[src/rtl/wb_arbiter.sv]
// Register-file write port owner: merges in-order writeback (port A) with buffered
// MDU results (port B) and tracks destinations with outstanding MDU results.
module wb_arbiter #(
  parameter int unsigned ADDRESS_WIDTH = 5,
  parameter int unsigned DATA_WIDTH    = 32,
  parameter int unsigned FIFO_DEPTH    = 2,
  parameter int unsigned STARVE_LIMIT  = 4
) (
  input  logic                     clk,
  input  logic                     rst_n,
  input  logic                     wbA_valid_i,
  input  logic [ADDRESS_WIDTH-1:0] wbA_rd_i,
  input  logic [DATA_WIDTH-1:0]    wbA_data_i,
  input  logic                     mdu_valid_i,
  output logic                     mdu_ready_o,
  input  logic [ADDRESS_WIDTH-1:0] mdu_rd_i,
  input  logic [DATA_WIDTH-1:0]    mdu_data_i,
  input  logic                     issue_valid_i,
  input  logic [ADDRESS_WIDTH-1:0] issue_rd_i,
  input  logic [ADDRESS_WIDTH-1:0] rs1_i,
  input  logic [ADDRESS_WIDTH-1:0] rs2_i,
  input  logic [ADDRESS_WIDTH-1:0] rd_chk_i,
  output logic                     hazard_o,
  output logic                     stall_o,
  output logic                     WE3_o,
  output logic [ADDRESS_WIDTH-1:0] AD3_o,
  output logic [DATA_WIDTH-1:0]    WD3_o
);

  localparam int unsigned NREG = 1 << ADDRESS_WIDTH;
  localparam int unsigned IW   = $clog2(FIFO_DEPTH);
  localparam int unsigned PW   = IW + 1;
  localparam int unsigned CW   = $clog2(STARVE_LIMIT + 1);

  logic [ADDRESS_WIDTH-1:0] r_fifo_rd   [FIFO_DEPTH];
  logic [DATA_WIDTH-1:0]    r_fifo_data [FIFO_DEPTH];
  logic [PW-1:0]            r_wr_ptr;
  logic [PW-1:0]            r_rd_ptr;
  logic [CW-1:0]            r_starve;
  logic                     r_stall;
  logic                     r_we;
  logic                     r_src_b;
  logic [ADDRESS_WIDTH-1:0] r_ad;
  logic [DATA_WIDTH-1:0]    r_wd;
  logic [NREG-1:0]          r_pending;

  logic                     w_empty;
  logic                     w_full;
  logic                     w_push;
  logic                     w_pop;
  logic                     w_sel_a;
  logic [ADDRESS_WIDTH-1:0] w_head_rd;
  logic [DATA_WIDTH-1:0]    w_head_data;
  logic [CW-1:0]            w_starve_nxt;
  logic                     w_stall_nxt;
  logic                     w_we_nxt;
  logic                     w_src_b_nxt;
  logic [ADDRESS_WIDTH-1:0] w_ad_nxt;
  logic [DATA_WIDTH-1:0]    w_wd_nxt;
  logic [NREG-1:0]          w_pend_nxt;

  // FIFO status from registered pointers only, so a same-cycle pop never frees a slot
  assign w_empty     = (r_rd_ptr == r_wr_ptr);
  assign w_full      = (r_rd_ptr[PW-1] != r_wr_ptr[PW-1]) &&
                       (r_rd_ptr[IW-1:0] == r_wr_ptr[IW-1:0]);
  assign w_push      = mdu_valid_i && !w_full;
  assign w_head_rd   = r_fifo_rd[r_rd_ptr[IW-1:0]];
  assign w_head_data = r_fifo_data[r_rd_ptr[IW-1:0]];

  // A stalled pipeline forces the FIFO head out; otherwise port A has priority
  assign w_pop   = !w_empty && (r_stall || !wbA_valid_i);
  assign w_sel_a = wbA_valid_i && !w_pop;

  assign mdu_ready_o = !w_full;
  assign hazard_o    = r_pending[rs1_i] | r_pending[rs2_i] | r_pending[rd_chk_i];
  assign stall_o     = r_stall;
  assign WE3_o       = r_we;
  assign AD3_o       = r_ad;
  assign WD3_o       = r_wd;

  always_comb begin
    w_we_nxt    = 1'b0;
    w_src_b_nxt = 1'b0;
    w_ad_nxt    = r_ad;
    w_wd_nxt    = r_wd;
    if (w_pop) begin
      w_we_nxt    = (w_head_rd != '0);
      w_src_b_nxt = 1'b1;
      w_ad_nxt    = w_head_rd;
      w_wd_nxt    = w_head_data;
    end else if (w_sel_a) begin
      w_we_nxt    = (wbA_rd_i != '0);
      w_ad_nxt    = wbA_rd_i;
      w_wd_nxt    = wbA_data_i;
    end
  end

  // Starve counter saturates at the limit; stall follows the next-state count
  always_comb begin
    w_starve_nxt = r_starve;
    if (w_pop) begin
      w_starve_nxt = '0;
    end else if (!w_empty && w_sel_a && (r_starve < CW'(STARVE_LIMIT))) begin
      w_starve_nxt = r_starve + CW'(1);
    end
    w_stall_nxt = (w_starve_nxt >= CW'(STARVE_LIMIT));
  end

  // Clear follows the regfile commit of a port-B result; a same-edge issue wins
  always_comb begin
    w_pend_nxt = r_pending;
    if (r_we && r_src_b) begin
      w_pend_nxt[r_ad] = 1'b0;
    end
    if (issue_valid_i && (issue_rd_i != '0)) begin
      w_pend_nxt[issue_rd_i] = 1'b1;
    end
    w_pend_nxt[0] = 1'b0;
  end

  always_ff @(posedge clk) begin
    if (w_push) begin
      r_fifo_rd[r_wr_ptr[IW-1:0]]   <= mdu_rd_i;
      r_fifo_data[r_wr_ptr[IW-1:0]] <= mdu_data_i;
    end
  end

  always_ff @(posedge clk or negedge rst_n) begin
    if (!rst_n) begin
      r_wr_ptr  <= '0;
      r_rd_ptr  <= '0;
      r_starve  <= '0;
      r_stall   <= 1'b0;
      r_we      <= 1'b0;
      r_src_b   <= 1'b0;
      r_ad      <= '0;
      r_wd      <= '0;
      r_pending <= '0;
    end else begin
      if (w_push) begin
        r_wr_ptr <= r_wr_ptr + PW'(1);
      end
      if (w_pop) begin
        r_rd_ptr <= r_rd_ptr + PW'(1);
      end
      r_starve  <= w_starve_nxt;
      r_stall   <= w_stall_nxt;
      r_we      <= w_we_nxt;
      r_src_b   <= w_src_b_nxt;
      r_ad      <= w_ad_nxt;
      r_wd      <= w_wd_nxt;
      r_pending <= w_pend_nxt;
    end
  end

endmodule

[config.mk]
export PLATFORM = sky130hd
export DESIGN_NAME = wb_arbiter
export DESIGN_NICKNAME = d
export VERILOG_FILES = /design/src/rtl/wb_arbiter.sv
export SDC_FILE = /design/constraint.sdc
export NUM_CORES = 1
export LEC_CHECK = 0
export ABC_AREA = 1
export CORE_MARGIN = 2
export CORE_UTILIZATION = 25
export CTS_BUF_LIST = sky130_fd_sc_hd__clkbuf_8
export DETAILED_ROUTE_END_ITERATION = 8
export GPL_ROUTABILITY_DRIVEN = 1
export GPL_TIMING_DRIVEN = 0
export PLACE_DENSITY_LB_ADDON = 0.25
export SETUP_SLACK_MARGIN = 0.2
export SLEW_MARGIN = 20
export SYNTH_ARGS = -nofsm -noshare
export SYNTH_HDL_FRONTEND = slang
export SYNTH_SLANG_ARGS = --single-unit
[constraint.sdc]
create_clock -name clk -period 4 [get_ports clk]
set_input_delay 0.6 -clock clk [delete_from_list [all_inputs] [get_ports clk]]
set_output_delay 0.6 -clock clk [all_outputs]
set_load 0.005 [all_outputs]
After elaboration in Yosys (flattened, before gate mapping):

Memory sizes are Yosys's and may differ from the RTL's.
Index checks and enable logic that the tools add are counted.

* multiplexer cells: 23
* add/subtract/negate cells: 3
* bitwise logic cells: 5
* eq/ne operators: 3
* magnitude comparators: 9
* reductions and logical operators: 19

Operator list (count)
* $mux 32: 4
* $and 32x32->32: 1
* $not 32->32: 1
* $or 32x32->32: 1
* $lt 5x6->1 const B: 5
* $bmux 1 s5: 3
* $reduce_bool 5->1: 3
* $demux 1 s5: 2
* $ge 5x1->1 const B: 2
* $logic_and 1x1->1: 10
* $mux 1: 10
* $mux 5: 2
* $mux 3: 2
* $add 2x1->2 const B: 2
* $logic_not 1->1: 4
* $add 3x1->3 const B: 1
* $ge 3x3->1 const B: 1
* $lt 3x3->1 const B: 1
* $eq 2x2->1: 1
* $or 1x1->1: 2
* $reduce_bool 2->1: 1
* $eq 1x1->1: 1
* $logic_or 1x1->1: 1
* $ne 1x1->1: 1

* output and inout bits: 41
* register bits after elaboration: 78
* memories: 2
* memory bits (writable): 74
* logic and storage cells: 73
* bits of input ports: 99

Memories
* r_fifo_data: words 2, bits a word 32, read ports 1, clocked after Yosys merged registers in 0, wr ports 1, RTL line 36 `logic [DATA_WIDTH-1:0] r_fifo_data [FIFO_DEPTH];`
* r_fifo_rd: words 2, bits a word 5, read ports 1, clocked after Yosys merged registers in 0, wr ports 1, RTL line 35 `logic [ADDRESS_WIDTH-1:0] r_fifo_rd [FIFO_DEPTH];`

Longest topological paths before layout:

* word-level depth: 10
* depth in mapped cells: 11
* depth with buffers taken out: 9

Worst setup path after synthesis:

No wires, ideal clock.

* path kind: register -> register
* from: reg r_wr_ptr[1]
* to: mem r_fifo_data[1][0] (enable)
* cell stages (with the launch flop): 6
* period minus slack after synthesis: 2913 ps
* path slack: 1087 ps
* setup time: 435 ps
* data required time: 3565 ps
* data arrival time: 2477 ps
* buffers on the path: 0
* cell sequence: dfrtp_1 > xnor2_1 > inv_1 > nand2_1 > nand2_1 > nor2_1

* cells in the longest elaborated chain, start to end: 6

RTL lines
* from (decl): RTL line 37 `logic [PW-1:0] r_wr_ptr;`
* from (signal assigned): RTL line 141 `r_wr_ptr <= r_wr_ptr + PW'(1);`
* $ne 1x1->1: RTL line 64 `assign w_full = (r_rd_ptr[PW-1] != r_wr_ptr[PW-1]) &&`
* $logic_and 1x1->1: RTL line 64
* $logic_not 1->1
* via mdu_ready_o: RTL line 15 `output logic mdu_ready_o,`
* $logic_and 1x1->1: RTL line 66 `assign w_push = mdu_valid_i && !w_full;`
* $mux 1: RTL line 122 `if (w_push) begin`
* $mux 1 (implied by the code): RTL line 124 `r_fifo_data[r_wr_ptr[IW-1:0]] <= mdu_data_i;`
* to (decl): RTL line 36

The timed path passes the listed nets, and every way through them passes these cells.

Worst setup path after layout:

* from: in rd_chk_i[1]
* to: out hazard_o

* cells in the longest elaborated chain, start to end: 3

RTL lines
* from (decl): RTL line 22 `input logic [ADDRESS_WIDTH-1:0] rd_chk_i,`
* $bmux 1 s5: RTL line 75 `assign hazard_o = r_pending[rs1_i] | r_pending[rs2_i] | r_pending[rd_chk_i];`
* $mux 1 (implied by the code): RTL line 75
* $or 1x1->1: RTL line 75
* to (decl): RTL line 23 `output logic hazard_o,`

Every way passes these cells. The select of a mux whose other input is x is not followed.

==> implementation parameters <==
Parameter                              Value

Worst setup path
  Critical Path Sink ... hazard_o
  Kind of end point of the critical path ... output port
  Critical R2R Launch ... r_wr_ptr[1]
  Most frequent cell on the critical path ... sky130_fd_sc_hd__nand3_1
  Count of cells along the worst register-to-register path ... 6
  Delay contributed by the slowest stage of the critical path ... 500 ps
  Critical setup path kind ... input pin to output port
  Arrival time worst endpoint ... 2450 ps
  Standard cell with the maximum stage delay on the critical path ... sky130_fd_sc_hd__clkdlybuf4s50_1
  Critical-path maximum fanout ... 10
  Worst reg2reg endpoint ... r_fifo_data[1][19]
  Critical Path Start ... rd_chk_i[1]
  Critical-path cell list ... clkdlybuf4s50_1 > clkbuf_1 > nand3_1 > nand3_1 > nand3_1 > nand3_1 > nand2_1 > nand3_1 > clkdlybuf4s50_1
  Data required time at the worst endpoint ... 3400 ps
  Startpoint class of the critical path ... input pin
  Worst reg2reg setup slack ... 1900 ps

Cells and area
  Ratio of cells with drive above 1 in the final layout ... 10.74%
  Post-route non-filler standard cell count ... 1301
  Growth of design area from synthesis to finish ... 32.55%
  Final instance area ... 9340 um^2
  Flip-flop and latch area ... 4149 um^2
  Multi-input gate area in the final layout ... 2535 um^2
  Fill count ... 2907
  Number of nets at the end of the flow ... 1009

Place
  Detailed-placement wirelength estimate ... 15820 um
  Number of I/O port buffers ... 134
  Instance area after placement ... 8934 um^2
  Gpl congestion ... 0.8467
  Instance count after placement with tap cells included ... 1268
  Worst Setup Slack post-DPL ... 933.2 ps

Logic synthesis
  Async SR Flop Fraction ... 50.99%
  Synth Warn # ... 0
  Number of unique standard cell types used by synthesis ... 27
  Cell taking the most area after synthesis ... sky130_fd_sc_hd__edfxtp_1
  Leading cell types by total area after synthesis ... sky130_fd_sc_hd__edfxtp_1 32%, sky130_fd_sc_hd__dfrtp_1 27%, sky130_fd_sc_hd__nand2_1 10%
  Leading cell types by count after synthesis ... 187 x sky130_fd_sc_hd__nand2_1, 91 x sky130_fd_sc_hd__nand3_1, 77 x sky130_fd_sc_hd__dfrtp_1
  Sequential cell area fraction in the yosys report ... 58.88%
  Area share of the largest cell type after synthesis ... 31.53%
  Post-synthesis area per instance ... 9.358 um^2
  Synthesized net count ... 853
  Post-Syn Instances ... 753
  Post-synthesis register bit count ... 151
  Top FF cell, synth ... sky130_fd_sc_hd__dfrtp_1
  Cell with the most instances after synthesis ... sky130_fd_sc_hd__nand2_1
  Post-synth EDFFs ... 74
  Post-Synthesis Cell Area ... 7047 um^2

Clocking
  Clock tree from TritonCTS ... done
  Buffer count from post-CTS setup fixing ... 0
  Number of gates resized after cts ... 0
  Clk slew on worst S/H paths ... 100 ps
  Buffer depth of the longest clock path ... 2
  # hold bufs at CTS ... 0
  Number of buffers created by CTS ... 17
  H-tree levels ... 4
  Insertion delay of the later-clocked pin in the worst-skew pair ... 470 ps
  Clk sinks ... 151
  Root Buffer ... sky130_fd_sc_hd__clkbuf_8

Detailed routing
  Sum of routed wire length over all layers ... 20830 um
  Average vias per placed instance ... 4.549
  First-iteration detailed-routing DRC count ... 344
  Number of detailed-routing iterations run before antenna repair ... 5
  Routed vias ... 5918
  Antenna-violating nets left ... 0
  Residual DRC ... 0
  Routed length per placed instance ... 16.01 um

STA
  Shortest period the worst path allows ... 3052 ps
  Number of slew-limit violations in the final report ... 0
  Setup violators final ... 0
  Share of the clock period used by the worst path ... 76.31%
  Worst hold slack across all endpoints ... 134.2 ps
  Actual slew at the worst max-slew pin ... 592.6 ps
  Clock tree skew after final layout ... 11.90 ps
  Number of hold-slack violations in the final timing report ... 0
  Fmax ... 327.6 MHz
  Final worst slack ... 947.5 ps
  Worst-case headroom to the max-slew limit ... 60.40%
  RSZ-0062 raised after global routing ... false

Die
  Overall die width ... 171.9 um
  Count of standard-cell rows ... 61
  Top-level I/O count ... 140
  Die span in y ... 171.9 um
  Die area ... 29550 um^2
  Initial Utilization ... 25.36%
  Placeable core region ... 27780 um^2

Power and ir drop
  Sw Share ... 39.60%
  Design internal power ... 3.930 mW
  Worst vdd ir ... 0.3525 mV
  Power dissipated by switching net loads ... 2.576 mW
  Combinational cell fraction of total power ... 41.2%
  Leakage Power ... 3.724 nW
  Power per Cell Area ... 696.6 nW/um^2
  Flop pwr share ... 40.7%
  Clk pwr share ... 18.1%

Job
  Count of max-cap constraint violations ... 0

Outcome
  Status ... finished clean

Global route
  Pin count of the biggest net entering global routing ... 40
  Global-route wire length before repair ... 32980 um
  Via count of the first global-routing pass ... 5973
  Total global-route track usage ... 14.63%
  Total grt overflow ... 0
  Initial antenna violation count ... 3

Hold path
  Worst hold path class ... input pin to asynchronous set/reset pin
## cells by family after synthesis
family | share of synthesized area (%)
XOR/XNOR | 0.4972
adder cells (fa/ha/maj) | 0.1775
multiplexers | 0.1421
AND/OR/NAND/NOR | 22.89
buffers and inverters | 5.362
flip-flops | 58.88
AO/OA/AOI/OAI | 12.06
## sequential cells by signal, summed over array words and instances (netlist names)
signal       flops
AD3_o            5
WD3_o           32
WE3_o            1
r_fifo_data     64
r_fifo_rd       10
r_pending       31
r_rd_ptr         2
r_src_b          1
r_starve         2
r_wr_ptr         2
stall_o          1
## cell type report
class                   count  area share, %
flip-flops and latches    151          44.42
inverters                  50          2.009
well taps                 378          5.064
diodes                      1        0.02679
multi-input cells         517          27.14
plain buffers              35          2.036
clock buffers              17          2.505
repair buffers            137          14.98
clock inverters            15          1.822
## worst min-delay path by stage
stage / startpoint / endpoint / slack, ps / cells after the start
2_1_floorplan: rst_n / AD3_o[0] / 300 / 0
3_3_place_gp: r_starve[0] / r_starve[0] / 470 / 1
3_5_place_dp: r_starve[0] / r_starve[0] / 470 / 1
4_1_cts: rst_n / WD3_o[11] / 120 / 1
5_1_grt: rst_n / WD3_o[6] / 150 / 1
6_report: rst_n / WD3_o[19] / 130 / 1
## per-stage QoR
stage,utilization [%],power [mW],setup TNS [ps]
after floorplan,-,4.113,0
after global placement,31.90,5.344,-93330
after detailed placement,32.16,5.414,0
after CTS,33.61,6.605,0
after global routing,33.61,7.016,0
final,33.62,6.506,0
## critical path, delay by kind of cell
family	cells	cell delay, ps
simple gates	6	530
buf+inv	3	1340
## power groups by stage
stage	clock, mW	combinational, mW	sequential (mW)
finish	1.18	2.68	2.65
floorplan	0	1.53	2.58
global placement	0	2.65	2.70
global route	1.27	3.02	2.72
CTS	1.21	2.74	2.65
detailed placement	0	2.74	2.68
## layout by cell type, fill, tap and decap left out, drive strengths merged
| cell type | count |
|---|---|
| clkdlybuf4s50 | 133 |
| dfrtp | 77 |
| a31oi | 33 |
| xnor2 | 2 |
| mux2i | 1 |
| a22o | 1 |
| o21ai | 60 |
| a21oi | 2 |
| ha | 1 |
| edfxtp | 74 |
| o31ai | 8 |
| xor2 | 2 |
| clkbuf | 28 |
| inv | 61 |
| nor4 | 2 |
| nand2 | 190 |
| clkinvlp | 1 |
| o211ai | 34 |
| nor3 | 8 |
| clkinv | 3 |
| buf | 28 |
| nand3 | 91 |
| diode | 1 |
| or2 | 32 |
| nor2 | 49 |
| a211o | 1 |
## layer usage
| metal | part of all wire, % | track usage (%) | routed length [um] | vias to the layer above |
|---|---|---|---|---|
| met5 | 0.053 | 0 | 11 | - |
| met4 | 1.9 | 4.531 | 391 | 2 |
| met3 | 8.0 | 4.784 | 1660 | 32 |
| met2 | 47 | 23.80 | 9722 | 188 |
| met1 | 43 | 18.47 | 9039 | 2778 |
| li1 | - | - | - | 2918 |
(Power assumes the default switching activity.)
==> RTL change, RTL diff (same flow settings) <==
Take the reset off `r_ad`, `r_wd` and `r_pending` and load them in a clocked block of their own.
--- a/src/rtl/wb_arbiter.sv
+++ b/src/rtl/wb_arbiter.sv
@@ -133,9 +133,6 @@
       r_stall   <= 1'b0;
       r_we      <= 1'b0;
       r_src_b   <= 1'b0;
-      r_ad      <= '0;
-      r_wd      <= '0;
-      r_pending <= '0;
     end else begin
       if (w_push) begin
         r_wr_ptr <= r_wr_ptr + PW'(1);
@@ -147,10 +144,13 @@
       r_stall   <= w_stall_nxt;
       r_we      <= w_we_nxt;
       r_src_b   <= w_src_b_nxt;
-      r_ad      <= w_ad_nxt;
-      r_wd      <= w_wd_nxt;
-      r_pending <= w_pend_nxt;
     end
+  end
+
+  always_ff @(posedge clk) begin
+    r_ad      <= w_ad_nxt;
+    r_wd      <= w_wd_nxt;
+    r_pending <= w_pend_nxt;
   end
 
 endmodule
Function: changed (a bounded check fails within 4 cycles, from zero or initial values and one cycle with rst_n low).
==> RTL change against the unedited design <==
  * Sequential cell count stayed put
  * Sequential share of layout area increased by 2.5 points
  * Synthesized cell count fell by 6.2%
  * Wire length down 9.1%
  * First-iteration DRC count up 4.7%
  * Setup slack got worse by 0.24 ns
  * Hold slack gained 0.32 ns
  * Design area is 4.7% lower
  * Power is 4.3% lower
  * Area after synthesis down 4.9%
  * Critical path type unchanged
  * Largest cell class unchanged
  * Largest power group is now registers
==> RTL change: results <==
[cells_and_area]
fillers = 2693
drive_gt1_share_pct = 6.06
layout.nets = 961

[synthesis]
synth-main-ff-cell = edfxtp_1
synth-edff-count = 111
synth_common_cells = nand2_1, edfxtp_1, nand3_1
synth.area.top_cells = edfxtp_1, nand2_1, dfxtp_1
avgSynthCellArea_um2 = 9.49
synth_nets = 806
synthMuxAreaShare_pct = 0.448
synthXorXnorAreaFrac_pct = 0.747
async_reset_ff_share_pct = 5.96
yosys.area_share.adder_pct = 0.187
synth_compound_area_share_pct = 9.11
ys_seq_area_share_pct = 62.4

[detailed_routing]
wirelength_mm = 18.9
num_vias = 5483
drtPass1Iterations = 5
wl_per_cell_um = 15.6
drt-initial-drc-count = 360

[timing]
hold_viol_final = 0
holdWs_ns = 0.449
period_share_pct = 82.3
fin_worst_skew_ns = 0.00951
slew_viol_final = 0
worst_pin_slew_ns = 0.973

[power]
powerSeq_mw = 2.81
pg_clk_mw = 1.14
pwr_density_cell_nw_per_um2 = 700
p_leak_nw = 3.52
ir_worst_vdd_uv = 273
power.net_switching_mw = 2.24
top_power_group = registers

[place]
placed_cells = 1177
preCtsSetupSlack_ns = 0.705
gp_congestion = 0.864
placed_cell_area_um2 = 8510
dp_hpwl_mm = 14.2

[status]
status = finished, final reports clean

[cts]
clk_pin_slew_ns = 0.08
clk_latency_ns = 0.45

[critical_path]
cpPeakStageDelay_ns = 0.52
crit_path_start = rd_chk_i[0]
worstPathArrival_ns = 2.69
regToRegSetupSlack_ns = 2.00
endpoint = hazard_o
r2r_end = r_fifo_data[1][20]$_DFFE_PP_

[global_routing]
grt_usage_pct = 13.7
antenna_found_initial = 2
grt_max_degree = 38
grt_pass1_wl_mm = 29.4
grt_pass1_vias = 5292
## RTL change: changes by cell type in the layout (fill, tap and decap cells not counted), sizes merged, moves of 5 or more
cell / change
dfrtp: -68
edfxtp: +37
o211ai: -33
dfxtp: +31
or2: -31
nand2: +14
buf: -12
clkinv: +6
nand3: -5
## RTL change: routing by layer
metal,share of wire [%],vias up,wire [um],track usage [%]
met2,47,182,8810,22.1
met1,43,2528,8170,16.7
met3,8.5,25,1600,5.41
li1,-,2746,-,-
met4,1.7,2,331,5.07
met5,0.069,-,13,0
## RTL change: layout make-up
cell class              count  area, um^2  share of cell area, %
flip-flops and latches    151        4180                   46.9
multi-input cells         471        2190                   24.6
repair buffers            136        1380                   15.5
well taps                 335         419                   4.71
clock buffers              17         234                   2.63
inverters                  56         210                   2.36
clock inverters            15         151                   1.70
plain buffers              28         139                   1.56
diodes                      1        2.50                 0.0281
